### src/rtl/sprite_rom_arbiter_if.sv
// Requester-side bus of the sprite ROM arbiter: per-engine read requests and pixel responses.
// The master modport is a fetch engine group; the slave modport is the arbiter.
interface sprite_rom_arbiter_if #(
  parameter int NUM_REQ = 4,
  parameter int ADDR_W  = 19,
  parameter int DATA_W  = 4
);
  logic [NUM_REQ-1:0]        req_valid;
  logic [NUM_REQ*ADDR_W-1:0] req_addr;
  logic [NUM_REQ-1:0]        req_ready;
  logic [NUM_REQ-1:0]        rsp_valid;
  logic [DATA_W-1:0]         rsp_data;

  modport master (output req_valid, req_addr, input req_ready, rsp_valid, rsp_data);
  modport slave  (input req_valid, req_addr, output req_ready, rsp_valid, rsp_data);
endinterface

### src/rtl/sprite_rom_arbiter.sv
// Round-robin sharer of the sprite ROM: 2-cycle request-to-pixel latency, one grant per cycle, no response backpressure.
// SPRITE_ARB_PRIO0_EN gives requester 0 strict priority; otherwise pure round-robin.
module sprite_rom_arbiter #(
  parameter int NUM_REQ   = 4,
  parameter int ADDR_W    = 19,
  parameter int DATA_W    = 4,
  parameter int ROM_DEPTH = 122880
) (
  input  logic               Clk,
  input  logic               Reset_n,
  sprite_rom_arbiter_if.slave bus,
  output logic [ADDR_W-1:0]  rom_addr,
  input  logic [DATA_W-1:0]  rom_data,
  output logic               addr_err
);
  localparam int ID_W = $clog2(NUM_REQ);
  localparam logic [ID_W:0]   NREQ  = (ID_W+1)'(NUM_REQ);
  localparam logic [ADDR_W:0] DEPTH = (ADDR_W+1)'(ROM_DEPTH);

  logic [ID_W-1:0]   rr_ptr_q, rr_ptr_d;
  logic [ADDR_W-1:0] rom_addr_q, rom_addr_d;
  logic              s1_vld_q, s1_vld_d, s1_err_q, s1_err_d;
  logic [ID_W-1:0]   s1_owner_q, s1_owner_d;
  logic              s2_vld_q, s2_vld_d, s2_err_q, s2_err_d;
  logic [ID_W-1:0]   s2_owner_q, s2_owner_d;

  logic              grant_vld;
  logic              prio_hit;
  logic [ID_W-1:0]   grant_idx;
  logic [ID_W:0]     cand;
  logic [ADDR_W-1:0] grant_addr;
  logic              grant_err;

  always_comb begin
    grant_vld  = 1'b0;
    prio_hit   = 1'b0;
    grant_idx  = '0;
    cand       = '0;
    grant_addr = '0;
`ifdef SPRITE_ARB_PRIO0_EN
    if (bus.req_valid[0]) begin
      grant_vld = 1'b1;
      prio_hit  = 1'b1;
    end
`endif
    // Rotating search from rr_ptr; requester 0 never matches here when it already won on priority.
    for (int k = 0; k < NUM_REQ; k++) begin
      cand = {1'b0, rr_ptr_q} + (ID_W+1)'(k);
      if (cand >= NREQ) cand = cand - NREQ;
      if (!grant_vld && bus.req_valid[cand[ID_W-1:0]]) begin
        grant_vld = 1'b1;
        grant_idx = cand[ID_W-1:0];
      end
    end
    for (int i = 0; i < NUM_REQ; i++) begin
      if (grant_idx == ID_W'(i)) grant_addr = bus.req_addr[i*ADDR_W +: ADDR_W];
    end
    grant_err = ({1'b0, grant_addr} >= DEPTH);
  end

  always_comb begin
    rr_ptr_d = rr_ptr_q;
    if (grant_vld && !prio_hit) begin
      rr_ptr_d = (grant_idx == ID_W'(NUM_REQ - 1)) ? '0 : grant_idx + 1'b1;
    end
    // Address and owner hold through idle cycles so the ROM bus does not toggle.
    s1_vld_d   = grant_vld;
    s1_err_d   = grant_vld && grant_err;
    s1_owner_d = grant_vld ? grant_idx : s1_owner_q;
    rom_addr_d = rom_addr_q;
    if (grant_vld) rom_addr_d = grant_err ? '0 : grant_addr;
    s2_vld_d   = s1_vld_q;
    s2_err_d   = s1_err_q;
    s2_owner_d = s1_owner_q;
  end

  always_ff @(posedge Clk) begin
    if (!Reset_n) begin
      rr_ptr_q   <= '0;
      rom_addr_q <= '0;
      s1_vld_q   <= 1'b0;
      s1_err_q   <= 1'b0;
      s1_owner_q <= '0;
      s2_vld_q   <= 1'b0;
      s2_err_q   <= 1'b0;
      s2_owner_q <= '0;
    end else begin
      rr_ptr_q   <= rr_ptr_d;
      rom_addr_q <= rom_addr_d;
      s1_vld_q   <= s1_vld_d;
      s1_err_q   <= s1_err_d;
      s1_owner_q <= s1_owner_d;
      s2_vld_q   <= s2_vld_d;
      s2_err_q   <= s2_err_d;
      s2_owner_q <= s2_owner_d;
    end
  end

  assign bus.req_ready = (Reset_n && grant_vld) ? (NUM_REQ'(1) << grant_idx) : '0;
  assign bus.rsp_valid = (Reset_n && s2_vld_q) ? (NUM_REQ'(1) << s2_owner_q) : '0;
  assign bus.rsp_data  = (Reset_n && s2_vld_q && !s2_err_q) ? rom_data : '0;
  assign addr_err      = Reset_n && s2_vld_q && s2_err_q;
  assign rom_addr      = rom_addr_q;
endmodule

### src/flat_wrapper.sv
// flat-port wrapper written by rule: the top's interface ports become plain ports
module sprite_rom_arbiter_flat 
#(
  parameter int NUM_REQ   = 4,
  parameter int ADDR_W    = 19,
  parameter int DATA_W    = 4,
  parameter int ROM_DEPTH = 122880
)
  (Clk, Reset_n, rom_addr, rom_data, addr_err, bus_req_valid, bus_req_addr, bus_req_ready, bus_rsp_valid, bus_rsp_data);
  sprite_rom_arbiter_if #(.NUM_REQ(NUM_REQ), .ADDR_W(ADDR_W), .DATA_W(DATA_W)) bus_i ();
  input  logic Clk;
  input  logic Reset_n;
  output logic [ADDR_W-1:0] rom_addr;
  input  logic [DATA_W-1:0] rom_data;
  output logic addr_err;
  input wire logic [$bits(bus_i.req_valid)-1:0] bus_req_valid;
  input wire logic [$bits(bus_i.req_addr)-1:0] bus_req_addr;
  output wire logic [$bits(bus_i.req_ready)-1:0] bus_req_ready;
  output wire logic [$bits(bus_i.rsp_valid)-1:0] bus_rsp_valid;
  output wire logic [$bits(bus_i.rsp_data)-1:0] bus_rsp_data;
  assign bus_i.req_valid = bus_req_valid;
  assign bus_i.req_addr = bus_req_addr;
  assign bus_req_ready = bus_i.req_ready;
  assign bus_rsp_valid = bus_i.rsp_valid;
  assign bus_rsp_data = bus_i.rsp_data;
  sprite_rom_arbiter #(.NUM_REQ(NUM_REQ), .ADDR_W(ADDR_W), .DATA_W(DATA_W), .ROM_DEPTH(ROM_DEPTH)) u_core (.Clk(Clk), .Reset_n(Reset_n), .bus(bus_i), .rom_addr(rom_addr), .rom_data(rom_data), .addr_err(addr_err));
endmodule
### config.mk
export PLATFORM = sky130hd
export DESIGN_NAME = sprite_rom_arbiter_flat
export DESIGN_NICKNAME = d
export VERILOG_FILES = /design/src/rtl/sprite_rom_arbiter_if.sv /design/src/rtl/sprite_rom_arbiter.sv /design/src/flat_wrapper.sv
export SDC_FILE = /design/constraint.sdc
export NUM_CORES = 1
export LEC_CHECK = 0
export CAP_MARGIN = 10
export CELL_PAD_IN_SITES_DETAIL_PLACEMENT = 1
export CELL_PAD_IN_SITES_GLOBAL_PLACEMENT = 1
export CORE_AREA = 5 5 86 88
export DETAILED_ROUTE_END_ITERATION = 8
export DIE_AREA = 0 0 91 93
export GPL_ROUTABILITY_DRIVEN = 0
export PLACE_DENSITY = 0.95
export SYNTH_ARGS = -nofsm -noshare
export SYNTH_HDL_FRONTEND = slang
export SYNTH_SLANG_ARGS = --single-unit
### constraint.sdc
create_clock -name Clk -period 5.6 [get_ports Clk]
set_clock_uncertainty 0.05 [all_clocks]
set_input_delay 1.4 -clock Clk [delete_from_list [all_inputs] [get_ports Clk]]
set_output_delay 1.4 -clock Clk [all_outputs]
set_load 0.005 [all_outputs]
; Word-level counts from Yosys, hierarchy flattened
; Cells that the tools add are included.
[totals]
in_bits = 86
out_inout_bits = 32
regBits = 29
word_cells = 72
[classes]
n_addsub = 8
shift = 2
n_mux = 29
order_cmp = 9
n_eq_ne = 3
n_reduce_logical = 13
[op_table]
columns = cell, n
row1 = 19-bit 2-to-1 mux, 5
row2 = 19-bit by 17-bit >= comparator with 1-bit output (second input constant), 1
row3 = 2-bit 2-to-1 mux, 9
row4 = 2-bit by 3-bit < comparator with 1-bit output (second input constant), 4
row5 = 4-bit 2-to-1 mux, 3
row6 = 3-bit >= comparator (second input constant), 3
row7 = 1-bit binary-select mux with 2-bit select, 4
row8 = 1-bit logical AND, 8
row9 = 1-bit 2-to-1 mux, 8
row10 = 1-bit by 2-bit << shifter with 4-bit output (first input constant), 2
row11 = 2-bit by 1-bit subtractor with 2-bit output (second input constant), 4
row12 = 2-bit by 2-bit adder with 3-bit output (second input constant), 2
row13 = 2-bit equality test (second input constant), 2
row14 = 1-bit logical NOT, 4
row15 = 2-bit by 1-bit adder with 3-bit output (second input constant), 1
row16 = 2-bit by 3-bit >= comparator with 1-bit output (second input constant), 1
row17 = 2-bit by 1-bit adder with 2-bit output (second input constant), 1
row18 = 2-bit by 1-bit equality test with 1-bit output (second input constant), 1
row19 = 2-bit logical NOT, 1

; Longest topological paths before layout
[logic_depth]
ltp_word = 21
mapped_depth = 13
mapped_depth_nobuf = 11

; Worst setup path after synthesis
; No wires, ideal clock.
[synth_timing]
path_kind = input port to output port
startpoint = input port bus_req_valid[0]
endpoint = output port bus_req_ready[1]
path_slack_ns = 1.265
path_stages = 9
arrival_ns = 2.885
path_buffers = 2
t_required_ns = 4.150
path_cell_list = nor2b_1 > a21oi_1 > nor2_1 > a211o_1 > inv_1 > ha_1 > buf_2 > buf_1 > and2_1
[synth_between]
elab_chain_cells = 14
[synth_rtl]
columns = item, line
row1 = "start, declared", flat_wrapper.sv:16  ; input wire logic [$bits(bus_i.req_valid)-1:0] bus_req_valid;
row2 = 1-bit binary-select mux with 2-bit select, sprite_rom_arbiter.sv:50  ; if (!grant_vld && bus.req_valid[cand[ID_W-1:0]]) begin
row3 = 1-bit 2-to-1 mux (implied by the code), sprite_rom_arbiter.sv:50
row4 = 1-bit 2-to-1 mux, sprite_rom_arbiter.sv:50
row5 = 1-bit logical NOT, sprite_rom_arbiter.sv:50
row6 = 1-bit logical AND, sprite_rom_arbiter.sv:50
row7 = 1-bit 2-to-1 mux, sprite_rom_arbiter.sv:50
row8 = 1-bit logical NOT, sprite_rom_arbiter.sv:50
row9 = 1-bit logical AND, sprite_rom_arbiter.sv:50
row10 = 1-bit 2-to-1 mux, sprite_rom_arbiter.sv:50
row11 = 1-bit logical NOT, sprite_rom_arbiter.sv:50
row12 = 1-bit logical AND, sprite_rom_arbiter.sv:50
row13 = 2-bit 2-to-1 mux (*), sprite_rom_arbiter.sv:50
row14 = named net u_core.grant_idx[0], sprite_rom_arbiter.sv:29  ; logic [ID_W-1:0] grant_idx;
row15 = 1-bit by 2-bit << shifter with 4-bit output (*), sprite_rom_arbiter.sv:99  ; assign bus.req_ready = (Reset_n && grant_vld) ? (NUM_REQ'(1) << grant_idx) : '0;
row16 = 4-bit 2-to-1 mux (*), sprite_rom_arbiter.sv:99
row17 = "end, declared", flat_wrapper.sv:18  ; output wire logic [$bits(bus_i.req_ready)-1:0] bus_req_ready;
; Mark *: on every way through the listed nets, which the timed path passes. The rest lies on a longest branch. The select of a mux whose other input is x is not followed.

; Worst setup path after layout
[layout_timing]
startpoint = input port bus_req_valid[0]
endpoint = output port bus_req_ready[3]
; Same word-level chain as after synthesis.

==> results.tsv <==
stage	metric	value	unit
logic_synthesis	netlist_area	1590	sq um
global_route	grt_max_degree	22	
critical_path	reg2reg_depth	13	
power_and_ir_drop	p_sw_frac	0.344	
power_and_ir_drop	p_leak	1.12	nW
cells_and_area	diodes	0	
logic_synthesis	synthFlopType	dfxtp_1	
global_route	grt_pass1_vias	2053	
sta	rsz0062_at_grt	false	
cells_and_area	mostFrequentLayoutCell	clkdlybuf4s50_1	
die	die_area	8460	sq um
clock_tree	insertion_delay	0.28	ns
detailed_routing	antenna_left	0	
global_route	antenna_found_initial	0	
critical_path	r2r_start	u_core.rr_ptr_q[0]$_SDFFE_PN0N_	
sta	setup_viol	0	
die	die_h	93	microns
critical_path	cp-startpoint	bus_req_valid[0]	
logic_synthesis	synth_edf_count	0	
sta	max_slew_margin	0.581	
critical_path	path_max_fanout	6	
clock_tree	htreeDepth	2	
cells_and_area	area_delta_synth_final	84.6	%
clock_tree	ctsResizeCount	0	
power_and_ir_drop	clockPowerShare	0.226	
sta	fmax	196	MHz
job	max_cap_viol_count	0	
clock_tree	cts_hold_buf	0	
clock_tree	numCtsBuffers	5	
placement	hpwl	5920	microns
power_and_ir_drop	switchingPower	0.290	mW
clock_tree	path_clk_slew	0.06	ns
logic_synthesis	synth.distinct_cells	33	
critical_path	r2r_slack	2.37	ns
clock_tree	cts_root_buffer	clkbuf_8	
clock_tree	cts.sinks	29	
die	io_pins	118	
power_and_ir_drop	vdd_drop_max	0.141	mV
sta	finalHoldViolations	0	
logic_synthesis	synthCells	182	
cells_and_area	nNetsFinal	389	
cells_and_area	drive_gt1_frac	0.0700	
detailed_routing	num_vias	1907	
placement	portBuffers	117	
global_route	grt_util_met3	0.0386	
sta	tightest_slew	0.628	ns
global_route	overflow	0	
logic_synthesis	yosysSeqAreaShare	0.365	
cells_and_area	final_util	0.447	
global_route	grtUsageTotal	0.161	
logic_synthesis	syn_nets	272	
logic_synthesis	synth_top_area_cell	dfxtp_1	
power_and_ir_drop	power.density_cell_area	287	nW/um^2
detailed_routing	remaining_drc_errors	0	
clock_tree	post-cts-setup-buffer-count	0	
sta	finalCritPeriodShare	0.909	
die	die_x	91	microns
detailed_routing	wl_per_cell	19.0	microns
worst_hold_path	hp-start	u_core.s1_err_q$_SDFF_PN0_	
detailed_routing	dr.pass1.iters	4	
global_route	grt_busiest_layer	met2	
die	rows	30	
sta	min_period	5.09	ns
clock_tree	clk_path_buf_depth	2	
power_and_ir_drop	p_seq_frac	0.316	
global_route	grt_pass1_wl	10700	microns
critical_path	start_kind	input port	
critical_path	r2r_end	u_core.rom_addr[3]$_SDFFE_PN0N_	
power_and_ir_drop	p_int	0.554	mW
detailed_routing	drtIter0Drc	89	
sta	tns	0	ns
worst_hold_path	hp-class	reg -> reg	
detailed_routing	wl	7200	microns
logic_synthesis	ys_warn_count	0	
global_route	grt_util_met1	0.182	
critical_path	end_kind	output port	
detailed_routing	via_per_inst	5.02	
global_route	grtUsageMet2	0.287	
logic_synthesis	yosysTopAreaCellShare	0.365	
worst_hold_path	min_path_cells	1	
critical_path	crit_required	4.15	ns
cells_and_area	layout_common_cells	clkdlybuf4s50_1, dfxtp_1, a21oi_1	
sta	finalMaxSlewViolations	0	
critical_path	crit_arrival	3.64	ns
clock_tree	tritoncts	built	
status	status	finished, final reports clean	
critical_path	crit_type	in -> out	
logic_synthesis	syn_area_per_cell	8.74	sq um
logic_synthesis	synth_area_leaders	dfxtp_1, a22o_1, a22oi_1	
logic_synthesis	synthArstFlopShare	0	
worst_hold_path	holdPathEnd	u_core.s2_err_q$_SDFF_PN0_	
logic_synthesis	ys_ff_latch	29	
die	core	6570	sq um
die	start_util	0.242	
power_and_ir_drop	pwr-share-comb	0.459	
[power by group through the flow]
stage,Combinational (mW),Clock [mW],Sequential [mW]
floorplan,0.199,0,0.267
global placement,0.377,0,0.268
detailed placement,0.388,0,0.271
CTS,0.389,0.195,0.266
global route,0.420,0.206,0.271
finish,0.387,0.190,0.267
[cells in the mapped netlist (all sizes together) (4+ instances only)]
library cell,count
ha,4
buf,7
a22oi,16
a21oi,22
and3,4
inv,9
and2,13
a22o,17
nor2,10
o22ai,18
nor2b,5
dfxtp,29
clkbuf,5
nand2,6
[how the worst max path moves through the flow]
stage | to | slack (ns) | cells past startpoint
after floorplan | bus_req_ready[1] | 1.27 | 9
after global placement | bus_req_ready[3] | 0.59 | 9
after detailed placement | bus_req_ready[3] | 0.51 | 9
after CTS | bus_req_ready[3] | 0.51 | 9
after global routing | bus_req_ready[3] | 0.33 | 9
final | bus_req_ready[3] | 0.51 | 9
[critical path: stages]
cell and delay [ns]:
clkdlybuf4s50_1 0.50, nor2b_1 0.20, a21oi_1 0.12, nor2_1 0.05, a211o_1 0.33, inv_1 0.11
ha_1 0.27, and2_1 0.15, clkdlybuf4s50_1 0.51
[cell type report]
type / count / area, sq um
fill: 752 / 3630
tap: 80 / 100
inverter: 9 / 33.8
multi-input combinational: 132 / 911
timing repair buffer: 122 / 1210
clock buffer: 7 / 96.3
clock inverter: 1 / 5.00
sequential: 29 / 581
[through the flow]
| step | worst slack, ns | std cells | cell area, sq um | total power, mW | hold WS (ns) |
|---|---|---|---|---|---|
| 6_report | 0.509 | 380 | 2940 | 0.844 | 0.385 |
| 5_1_grt | 0.329 | 380 | 2940 | 0.896 | 0.388 |
| 4_1_cts | 0.510 | 380 | 2940 | 0.851 | 0.384 |
| 3_5_place_dp | 0.512 | 372 | 2830 | 0.659 | 0.370 |
| 3_3_place_gp | 0.588 | 372 | 2830 | 0.645 | 0.363 |
| 2_1_floorplan | 1.27 | 182 | 1590 | 0.466 | 0.362 |
[flip-flops by register name (all words and copies together) (netlist names)]
| name | count |
|---|---|
| u_core.rom_addr | 19 |
| u_core.s1_vld_q | 1 |
| u_core.s1_owner_q | 2 |
| u_core.s2_vld_q | 1 |
| u_core.s1_err_q | 1 |
| u_core.s2_owner_q | 2 |
| u_core.s2_err_q | 1 |
| u_core.rr_ptr_q | 2 |
[kinds of logic after synthesis]
logic type,synth area share
and+or+nand+nor,0.161
buffers and inverters,0.0622
DFF,0.365
AOI/OAI and AO/OA,0.375
muxes,0.00629
adders and majority gates,0.0315
[layer usage]
metal / share of wire / vias to the layer above
li1: - / 921
met1: 0.39 / 899
met2: 0.53 / 73
met3: 0.052 / 14
met4: 0.031 / 0
met5: 0 / -
(Power assumes the default switching activity.)
